$ cat config.mk
export PLATFORM = sky130hd
export DESIGN_NAME = ifetch_unit
export DESIGN_NICKNAME = d
export VERILOG_FILES = /design/src/rtl/ifetch_unit_pkg.sv /design/src/rtl/ifetch_fifo.sv /design/src/rtl/ifetch_unit.sv
export SDC_FILE = /design/constraint.sdc
export NUM_CORES = 1
export LEC_CHECK = 0
export BUFFER_PORTS_ARGS = -buffer_cell sky130_fd_sc_hd__clkbuf_2
export CORE_MARGIN = 3
export CORE_UTILIZATION = 58
export DETAILED_ROUTE_END_ITERATION = 10
export MAX_ROUTING_LAYER = met4
export PLACE_DENSITY = 0.79
export SLEW_MARGIN = 15
export SYNTH_ARGS = -nofsm -noshare
export SYNTH_HDL_FRONTEND = slang
export SYNTH_SLANG_ARGS = --single-unit
$ cat constraint.sdc
create_clock -name clk -period 5.75 [get_ports clk]
set_input_delay 1.15 -clock clk [delete_from_list [all_inputs] [get_ports clk]]
set_output_delay 1.15 -clock clk [all_outputs]
set_load 0.02 [all_outputs]
$ cat src/rtl/ifetch_unit_pkg.sv
// Shared definitions for the instruction fetch unit: default sizes,
// RUN/DRAIN state encodings and a counter-width helper.
package ifetch_unit_pkg;

  localparam int unsigned IFETCH_DEPTH_DEFAULT  = 4;
  localparam int unsigned IFETCH_ADDR_W_DEFAULT = 32;
  localparam int unsigned IFETCH_DATA_W_DEFAULT = 32;

  localparam logic IFETCH_RUN   = 1'b0;
  localparam logic IFETCH_DRAIN = 1'b1;

  typedef enum logic {
    ST_RUN   = IFETCH_RUN,
    ST_DRAIN = IFETCH_DRAIN
  } ifetch_state_e;

  // Width of an occupancy counter able to hold 0..depth inclusive.
  function automatic int unsigned ifetch_cnt_w(input int unsigned depth);
    return $clog2(depth) + 1;
  endfunction

endpackage

$ cat src/rtl/ifetch_fifo.sv
// Synchronous FIFO with clear; used for both the tag queue and the
// instruction buffer. DEPTH must be a power of two so pointers wrap freely.
module ifetch_fifo
  import ifetch_unit_pkg::*;
#(
  parameter int unsigned DEPTH = 4,
  parameter int unsigned WIDTH = 32
) (
  input  logic                   clk,
  input  logic                   clr,
  input  logic                   clear,
  input  logic                   push,
  input  logic                   pop,
  input  logic [WIDTH-1:0]       din,
  output logic [WIDTH-1:0]       dout,
  output logic                   full,
  output logic                   empty,
  output logic [$clog2(DEPTH):0] count
);

  localparam int unsigned PTR_W = $clog2(DEPTH);
  localparam int unsigned CNT_W = ifetch_cnt_w(DEPTH);

  logic [WIDTH-1:0] mem [DEPTH];
  logic [PTR_W-1:0] rd_ptr;
  logic [PTR_W-1:0] wr_ptr;
  logic             do_push;
  logic             do_pop;

  assign empty   = (count == '0);
  assign full    = (count == CNT_W'(DEPTH));
  assign do_pop  = pop && !empty;
  assign do_push = push && (!full || do_pop);
  assign dout    = mem[rd_ptr];

  // Storage write; contents need no reset since count gates visibility.
  always_ff @(posedge clk) begin
    if (do_push && !clr && !clear) begin
      mem[wr_ptr] <= din;
    end
  end

  // Pointer and occupancy bookkeeping.
  always_ff @(posedge clk) begin
    if (clr || clear) begin
      rd_ptr <= '0;
      wr_ptr <= '0;
      count  <= '0;
    end else begin
      if (do_push) wr_ptr <= wr_ptr + PTR_W'(1);
      if (do_pop)  rd_ptr <= rd_ptr + PTR_W'(1);
      count <= count + CNT_W'(do_push) - CNT_W'(do_pop);
    end
  end

endmodule

$ cat src/rtl/ifetch_unit.sv
// Instruction fetch unit: forwards PC addresses to instruction memory under
// a credit limit, tags responses with their address and buffers them for
// decode. A flush discards buffered entries and marks in-flight responses to
// be dropped. Optional counters are enabled with IFETCH_STATS_EN.
module ifetch_unit
  import ifetch_unit_pkg::*;
#(
  parameter int unsigned DEPTH  = IFETCH_DEPTH_DEFAULT,
  parameter int unsigned ADDR_W = IFETCH_ADDR_W_DEFAULT,
  parameter int unsigned DATA_W = IFETCH_DATA_W_DEFAULT
) (
  input  logic              clk,
  input  logic              clr,
  input  logic              pc_valid,
  input  logic [ADDR_W-1:0] pc_addr,
  output logic              pc_ready,
  input  logic              flush,
  output logic              mem_req_valid,
  output logic [ADDR_W-1:0] mem_req_addr,
  input  logic              mem_req_ready,
  input  logic              mem_resp_valid,
  input  logic [DATA_W-1:0] mem_resp_data,
  output logic              out_valid,
  output logic [DATA_W-1:0] out_instr,
  output logic [ADDR_W-1:0] out_pc,
  input  logic              out_ready
`ifdef IFETCH_STATS_EN
  ,
  output logic [31:0]       stat_fetched,
  output logic [31:0]       stat_dropped
`endif
);

  localparam int unsigned CNT_W   = ifetch_cnt_w(DEPTH);
  localparam int unsigned SUM_W   = CNT_W + 1;
  localparam int unsigned ENTRY_W = ADDR_W + DATA_W;

  ifetch_state_e      state;
  logic [CNT_W-1:0]   drop;
  logic [CNT_W-1:0]   outstanding;
  logic [CNT_W-1:0]   fifo_count;
  logic [CNT_W-1:0]   flush_drop;
  logic               tag_full;
  logic               tag_empty;
  logic               fifo_full;
  logic               fifo_empty;
  logic               credit;
  logic               req_fire;
  logic               resp_keep;
  logic               out_fire;
  logic [ADDR_W-1:0]  tag_head;
  logic [ENTRY_W-1:0] fifo_head;

  // Credit covers buffered, outstanding and to-be-dropped fetches.
  assign credit = (SUM_W'(fifo_count) + SUM_W'(outstanding) + SUM_W'(drop))
                  < SUM_W'(DEPTH);

  assign mem_req_valid = pc_valid && credit && !flush && !clr;
  assign mem_req_addr  = pc_addr;
  assign pc_ready      = mem_req_ready && credit && !flush && !clr;
  assign req_fire      = pc_valid && pc_ready;

  // Only responses arriving in RUN, outside a flush, are kept.
  assign resp_keep = mem_resp_valid && (state == ST_RUN) && !flush && !clr;

  assign out_valid = !fifo_empty;
  assign out_fire  = out_valid && out_ready;
  assign out_instr = fifo_empty ? '0 : fifo_head[DATA_W-1:0];
  assign out_pc    = fifo_empty ? '0 : fifo_head[ENTRY_W-1:DATA_W];

  // A response in the flush cycle retires one in-flight fetch as a drop.
  assign flush_drop = CNT_W'(SUM_W'(drop) + SUM_W'(outstanding)
                             - SUM_W'(mem_resp_valid));

  ifetch_fifo #(.DEPTH(DEPTH), .WIDTH(ADDR_W)) u_tag_q (
    .clk   (clk),
    .clr   (clr),
    .clear (flush),
    .push  (req_fire),
    .pop   (resp_keep),
    .din   (pc_addr),
    .dout  (tag_head),
    .full  (tag_full),
    .empty (tag_empty),
    .count (outstanding)
  );

  ifetch_fifo #(.DEPTH(DEPTH), .WIDTH(ENTRY_W)) u_instr_q (
    .clk   (clk),
    .clr   (clr),
    .clear (flush),
    .push  (resp_keep),
    .pop   (out_fire),
    .din   ({tag_head, mem_resp_data}),
    .dout  (fifo_head),
    .full  (fifo_full),
    .empty (fifo_empty),
    .count (fifo_count)
  );

  // RUN/DRAIN state with the count of responses still to be discarded.
  always_ff @(posedge clk) begin
    if (clr) begin
      state <= ST_RUN;
      drop  <= '0;
    end else if (flush) begin
      drop  <= flush_drop;
      state <= (flush_drop != '0) ? ST_DRAIN : ST_RUN;
    end else if (mem_resp_valid && (state == ST_DRAIN)) begin
      drop  <= drop - CNT_W'(1);
      state <= (drop == CNT_W'(1)) ? ST_RUN : ST_DRAIN;
    end
  end

`ifdef IFETCH_STATS_EN
  logic             resp_discard;
  logic [CNT_W-1:0] flushed_entries;

  assign resp_discard    = mem_resp_valid && (flush || (state == ST_DRAIN));
  assign flushed_entries = flush ? (fifo_count - CNT_W'(out_fire)) : '0;

  // Fetch/discard event counters, free-running modulo 2^32.
  always_ff @(posedge clk) begin
    if (clr) begin
      stat_fetched <= '0;
      stat_dropped <= '0;
    end else begin
      stat_fetched <= stat_fetched + 32'(resp_keep);
      stat_dropped <= stat_dropped + 32'(resp_discard) + 32'(flushed_entries);
    end
  end
`endif

  // Memory-side protocol checks: responses must match a request and never
  // land on a full buffer; requests must never exceed tag storage.
  a_resp_has_tag : assert property (@(posedge clk) disable iff (clr)
    (mem_resp_valid && (state == ST_RUN)) |-> !tag_empty);
  a_no_overflow : assert property (@(posedge clk) disable iff (clr)
    resp_keep |-> (!fifo_full || out_fire));
  a_tag_bound : assert property (@(posedge clk) disable iff (clr)
    req_fire |-> !tag_full);

endmodule
==> run metrics, run 1 <==
Die Width=171 um; slowest stage delay, CP=around 450 ps; H-tree Lvls=2; Root Driver=clkbuf_16; clock-pin slew on the worst setup and hold paths=~70 ps; IO buf count=about 170; GR Util met3=under 10%; Slew @ Worst Pin=1000 ps; top post-synthesis cells by area=edfxtp_1 73%, mux4_2 14%, dfxtp_1 2.8%; TritonCTS buffer count=40; IO Count=170; crit path DAT=roughly 3100 ps; setup TNS=0 ps; Core Rows=59; GRT met1 Usage=28.0%; total number of vias=7418; Max FO, Critical Path=7; Critical Path Source=u_instr_q.count[1]; routed wire length per instance=21.7 um; Leakage=~6.1 nW; clock sink count=406; fmax=238 MHz; GRT busiest layer=met2; most common cell after layout, fill and taps aside=edfxtp_1; CP endpoint=pc_ready; CP cell instances=inv_1 > fa_1 > or2_2 > fa_1 > xnor2_1 > nand2b_1 > nor2_1 > clkbuf_2; Pwr Density=about 330 mW/mm^2; max cap viols=0; critical path required time=4600 ps; largest net degree at the start of global routing=66; CTS tree=built; initial DRC count=658; critical path type=reg -> out; Slowest-stage cell, CP=dfxtp_1; Core Region=approximately 0.027 mm^2; Gates resized, CTS repair=0; DR vias/cell=about 5.8; Final Hold Fails=0; synthesized netlist cell count=762; Max Transition Viols Final=0; grt met2 use=30.9%; worst reg2reg endpoint=u_tag_q.count[2]; area share of the largest cell type after synthesis=72.6%; Syn Area/Cell=20.8 um^2; All-Layer GR Usage=19.7%; Tmin final=4200 ps; cts hold-fix bufs=0; Final Skew=~15 ps; largest family of logic cells by synthesized area=multiplexers; XOR/XNOR share of the synthesized area=less than 1%; drt pass-1 iters=5; Final GP Congestion=0.778; Post-route DRC=0; status=finished, final reports clean; initial antenna violation count=0; die area=roughly 0.029 mm^2; # setup viols final=0; clock tree buffer depth=3; Post-Syn Nets=858; post-CTS setup buffer count=0; P&R area growth vs syn=14.0%; leading area contributor after synthesis=edfxtp_1; most used cell, CP=fa_1; vias in the first global route=7310; Max VDD drop=0.248 mV; hold slack=461 ps; Tcrit/Tclk final=73.1%; Slew headroom=about a third; Initial Util=59.9%; post-detail-place hpwl=16200 um; Die Ht=171 um; Ant. Diodes=0; Worst setup SP type=register; crit end category=output port; r2r worst-path depth=11; Synth Area in Compound Gates=0.748%; most frequent cells in the layout=384 x edfxtp_1, 169 x clkbuf_2, 96 x mux4_2, 67 x and2_1, 41 x clkbuf_16; sequential area share after synthesis=75.4%; grt total ovfl=0; RSZ-0062 raised after global routing=false; ANT nets after route=0; layout cells sized above 1=approximately 37%; synthesized-area fraction occupied by adder cells=2.25%; fin nets=1014; Routed WL=27800 um; Yosys cell types=38; first-pass GRT wire length=42500 um; Worst-Skew Late Latency=roughly 520 ps; synth warn=0; #FFs+latches synth=around 400; mapped cell area=0.0159 mm^2; Synth Area in Simple Gates=4.33%; Worst Hold Class=reg -> reg; reg-to-reg startpoint=u_instr_q.count[1]; register-to-register setup slack=2430 ps; multiplexer area fraction after synthesis=between 10 and 15%
[layer usage]
| metal | vias to the layer above | part of all wire (%) |
|---|---|---|
| li1 | 3315 | - |
| met4 | 0 | 1.8 |
| met5 | - | 0 |
| met3 | 41 | 6.2 |
| met1 | 3795 | 43 |
| met2 | 267 | 49 |
[state kept, by name, indices dropped and copies added (netlist names), named ones only]
signal,flops
u_tag_q.count,3
u_instr_q.mem,256
u_instr_q.rd_ptr,2
u_tag_q.rd_ptr,2
state,1
u_instr_q.wr_ptr,2
u_instr_q.count,3
u_tag_q.mem,128
u_tag_q.wr_ptr,2
drop,3
[synthesized netlist by cell type, drive strengths merged]
library cell,number
nor3b,1
inv,23
o21ai,2
a31o,1
dfxtp,22
ha,19
a21oi,7
o311ai,1
a211oi,2
nand3b,1
nor2,15
or2b,2
or3,2
or4b,2
fa,6
nand2b,2
and3,4
nand3,4
a311o,1
nor3,5
xor2,3
mux2i,3
o22ai,1
nand2,9
xnor2,8
o31ai,2
nor4b,2
and2,67
buf,44
clkbuf,18
a311oi,1
or2,2
mux4,96
edfxtp,384
[how the worst min path moves through the flow]
stage,start,end,depth (start not counted)
finish,u_tag_q.rd_ptr[1],register,1
global route,u_tag_q.rd_ptr[1],register,1
CTS,u_tag_q.rd_ptr[1],register,1
detailed placement,u_tag_q.rd_ptr[1],register,1
global placement,u_tag_q.rd_ptr[1],register,1
floorplan,u_tag_q.rd_ptr[1],register,1
[worst max-delay path, delay by kind of cell (launching register included)]
family        cells  cell delay, ps
fa+ha+maj         2             850
buf+inv           2             310
xor+xnor          1             150
simple gates      3             780
flops             1             450
[power breakdown]
group / switching (W) / internal (W) / total, W / leakage (nW)
Sequential: 0.0000156 / 0.00325 / 0.00327 / 3.64
Combinational: 0.000179 / 0.000109 / 0.000288 / 1.85
Clock: 0.00103 / 0.00140 / 0.00243 / 0.604
[cells by family after synthesis]
kind of cell	count (synthesis)
compound gates	18
fa+ha+maj	25
xor+xnor	11
buf+inv	85
flops	406
simple gates	118
mux	99
[through the flow]
stage                     worst slack, ps  power, W  std cells  instance area, um^2  utilization (%)
final                                1550   0.00599       1282                18100             68.3
after global routing                 1360   0.00620       1282                18100             68.3
after CTS                            1510   0.00605       1282                18100             68.3
after detailed placement             2070   0.00362       1211                16900             63.7
after global placement               2130   0.00362       1211                16900             63.7
after floorplan                       947   0.00352        762                15900                -
[final cells by class]
type	count	area, um^2
Tap cell	335	419
Multi-Input combinational cell	271	3490
Clock buffer	48	1050
Inverter	23	86.3
Clock inverter	23	174
Fill cell	1642	8400
Timing Repair Buffer	176	898
Sequential cell	406	12000
Power figures use the tool's default switching activity.
==> inputs of run 2 (changes only) <==
--- a/config.mk
+++ b/config.mk
@@ -7,10 +7,10 @@
 export LEC_CHECK = 0
 export BUFFER_PORTS_ARGS = -buffer_cell sky130_fd_sc_hd__clkbuf_2
 export CORE_MARGIN = 3
-export CORE_UTILIZATION = 58
+export CORE_UTILIZATION = 53
 export DETAILED_ROUTE_END_ITERATION = 10
 export MAX_ROUTING_LAYER = met4
-export PLACE_DENSITY = 0.79
+export PLACE_DENSITY = 0.76
 export SLEW_MARGIN = 15
 export SYNTH_ARGS = -nofsm -noshare
 export SYNTH_HDL_FRONTEND = slang
==> constraint.sdc (replaced) <==
create_clock -name clk -period 3.4 [get_ports clk]
set_input_delay 0.68 -clock clk [delete_from_list [all_inputs] [get_ports clk]]
set_output_delay 0.68 -clock clk [all_outputs]
set_load 0.02 [all_outputs]
==> run metrics, run 2 (synthesized netlist as in run 1, its figures left out) <==
crit path DAT=2610 ps (-440 ps); final core utilization=63.6% (-4.7 points); cts hold-fix bufs=0 (unchanged); total number of vias=7444 (+0.35%); Worst Hold Class=in -> reg; critical path required time=2720 ps (-1880 ps); vias in the first global route=7617 (+4.2%); Buf/Inv on CP=2 (unchanged); Tmin final=around 3300 ps; Post-route DRC=0 (unchanged); TritonCTS buffer count=41 (+2.5%); Pwr Density=552 mW/mm^2 (+67%); RSZ-0062 raised after global routing=false; post-detail-place hpwl=17100 um (+5.7%); Regs by FF count=u_instr_q.mem: 256 flops, u_tag_q.mem: 128 flops; first-pass GRT wire length=44200 um (+4.2%); crit end category=output port; Fill cells=1956 (+19%); Critical Path Stages=8 (unchanged); status=finished, final reports clean; critical path type=reg -> out; Tcrit/Tclk final=96.8%; Critical Path Source=drop[1]; fin area=0.0185 mm^2 (+2.3%); DR vias/cell=5.51 (-4.7%); Tot Pwr=0.0102 W (+70%); All-Layer GR Usage=18.9% (-0.85 points); Final GP Congestion=0.773 (-0.62%); initial antenna violation count=0 (unchanged); most common cell after layout, fill and taps aside=edfxtp_1; Crit path max-delay family=adder cells; Routed WL=28700 um (+3.0%); Max FO, Critical Path=4 (-3); Worst setup SP type=register; drt pass-1 iters=5 (unchanged); worst reg2reg endpoint=u_tag_q.count[1]; Max Transition Viols Final=0 (unchanged); Slowest-stage cell, CP=fa_1; Reg with most FFs=u_instr_q.mem; Core Rows=62 (+5.1%); r2r worst-path depth=10 (-1); CTS tree=built; Core Region=0.0291 mm^2 (+9.8%); IO Count=170 (unchanged); initial DRC count=494 (-25%); H-tree Lvls=2 (unchanged); ANT nets after route=0 (unchanged); slowest stage delay, CP=450 ps (about the same); routed wire length per instance=21.2 um (-2.2%); Final Skew=12.5 ps (-2.66 ps); P&R area growth vs syn=16.6%; Ant. Diodes=0 (unchanged); register-to-register setup slack=410 ps (-2020 ps); placed cell area=0.0172 mm^2 (+2.0%); fmax=304 MHz; CP cell instances=inv_2 > fa_1 > or2_2 > fa_2 > xnor2_2 > nand2b_4 > nor2_2 > buf_4; Slew headroom=68.2% (+35 points); CP endpoint=mem_req_valid; clock sink count=406 (unchanged); Initial Util=54.6% (-5.3 points); largest net degree at the start of global routing=65 (-1.5%); Final Hold Fails=0 (unchanged); hold slack=376 ps (-84.2 ps); layout cells sized above 1=38.3% (+1.4 points); clock tree buffer depth=3 (unchanged); Worst-Skew Late Latency=520 ps (about the same); die area=0.0321 mm^2 (+9.1%); reg-to-reg startpoint=drop[1]; clock-pin slew on the worst setup and hold paths=60 ps (about the same); Root Driver=clkbuf_16; max reg flops=256 (unchanged); Die Ht=179 um (+4.4%); Leakage=6.28 nW (+2.9%); IO buf count=169 (unchanged); Max VDD drop=0.504 mV (+100%); fin nets=1032 (+1.8%); Die Width=179 um (+4.4%); # setup viols final=0 (unchanged); Slew @ Worst Pin=474 ps (-529 ps); most frequent cells in the layout=384 x edfxtp_1, 168 x clkbuf_2, 96 x mux4_2, 67 x and2_1, 43 x clkbuf_16; max cap viols=0 (unchanged); grt total ovfl=0 (unchanged)
==> run 2: changes by cell type in the layout (fill, tap and decap cells not counted), moves of 2 or more <==
| cell | change |
|---|---|
| clkinv_1 | +3 |
| clkinvlp_4 | -2 |
| nor3_4 | +4 |
| buf_4 | +7 |
| clkbuf_16 | +2 |
| clkinv_2 | -2 |
| inv_1 | -2 |
| nor3_2 | -4 |
| buf_12 | +11 |
| clkbuf_1 | +2 |
| inv_2 | +2 |
==> run 2: how the worst min path moves through the flow <==
stage	start	end	depth (start not counted)
4_1_cts	mem_resp_data[21]	u_instr_q.mem[2][21]	1
6_report	mem_resp_data[21]	u_instr_q.mem[2][21]	1
3_5_place_dp	u_tag_q.rd_ptr[1]	register	1
2_1_floorplan	u_tag_q.rd_ptr[1]	register	1
5_1_grt	mem_resp_data[15]	u_instr_q.mem[1][15]	1
3_3_place_gp	u_tag_q.rd_ptr[1]	u_tag_q.rd_ptr[1]	1
==> run 2: per-layer routing <==
layer | GRT usage (%) | routed length, um | share of wire, % | vias to the layer above
li1 | - | - | - | 3361
met1 | 26.6 | 12300 | 43 | 3820
met2 | 29.9 | 14400 | 50 | 213
met3 | 2.54 | 1430 | 5.0 | 50
met4 | 4.80 | 563 | 2.0 | 0
met5 | - | 0 | 0 | -
==> run 2: where the power goes <==
part	total (W)	internal, W	switching (W)
clock network	0.00417	0.00245	0.00171
registers	0.00553	0.00550	0.0000251
logic	0.000517	0.000201	0.000316
total	0.0102	0.00816	0.00206
==> run 2: area by class of cell <==
type                            count  area (um^2)  share of cell area (%)
Clock inverter                     21          148                   0.797
Timing Repair Buffer              193         1170                    6.30
Multi-Input combinational cell    271         3540                    19.1
Sequential cell                   406        12000                    64.7
Inverter                           23         86.3                   0.466
Tap cell                          384          480                    2.59
Clock buffer                       52         1110                    5.99
==> run 2: metrics by stage <==
stage               worst slack (ps)  instances  setup TNS [ps]
floorplan                       -433        762          -55400
global placement                 283       1275               0
detailed placement               214       1275               0
CTS                             13.8       1350               0
global route                    5.98       1350               0
finish                           108       1350               0
==> run 2: what timing repair did <==
item	in CTS	in global routing
endpoints found under the hold margin	0	0
setup endpoints to repair	2	2
setup buffers	2	0
pin swaps	0	1
resized for setup	8	3
==> run 2: worst register-to-register path, delay by kind of cell (launching register included) <==
family | cells | cell delay [ps]
compound gates | 1 | 240
flops | 1 | 340
simple gates | 4 | 650
buf+inv | 1 | 70
fa+ha+maj | 4 | 1580
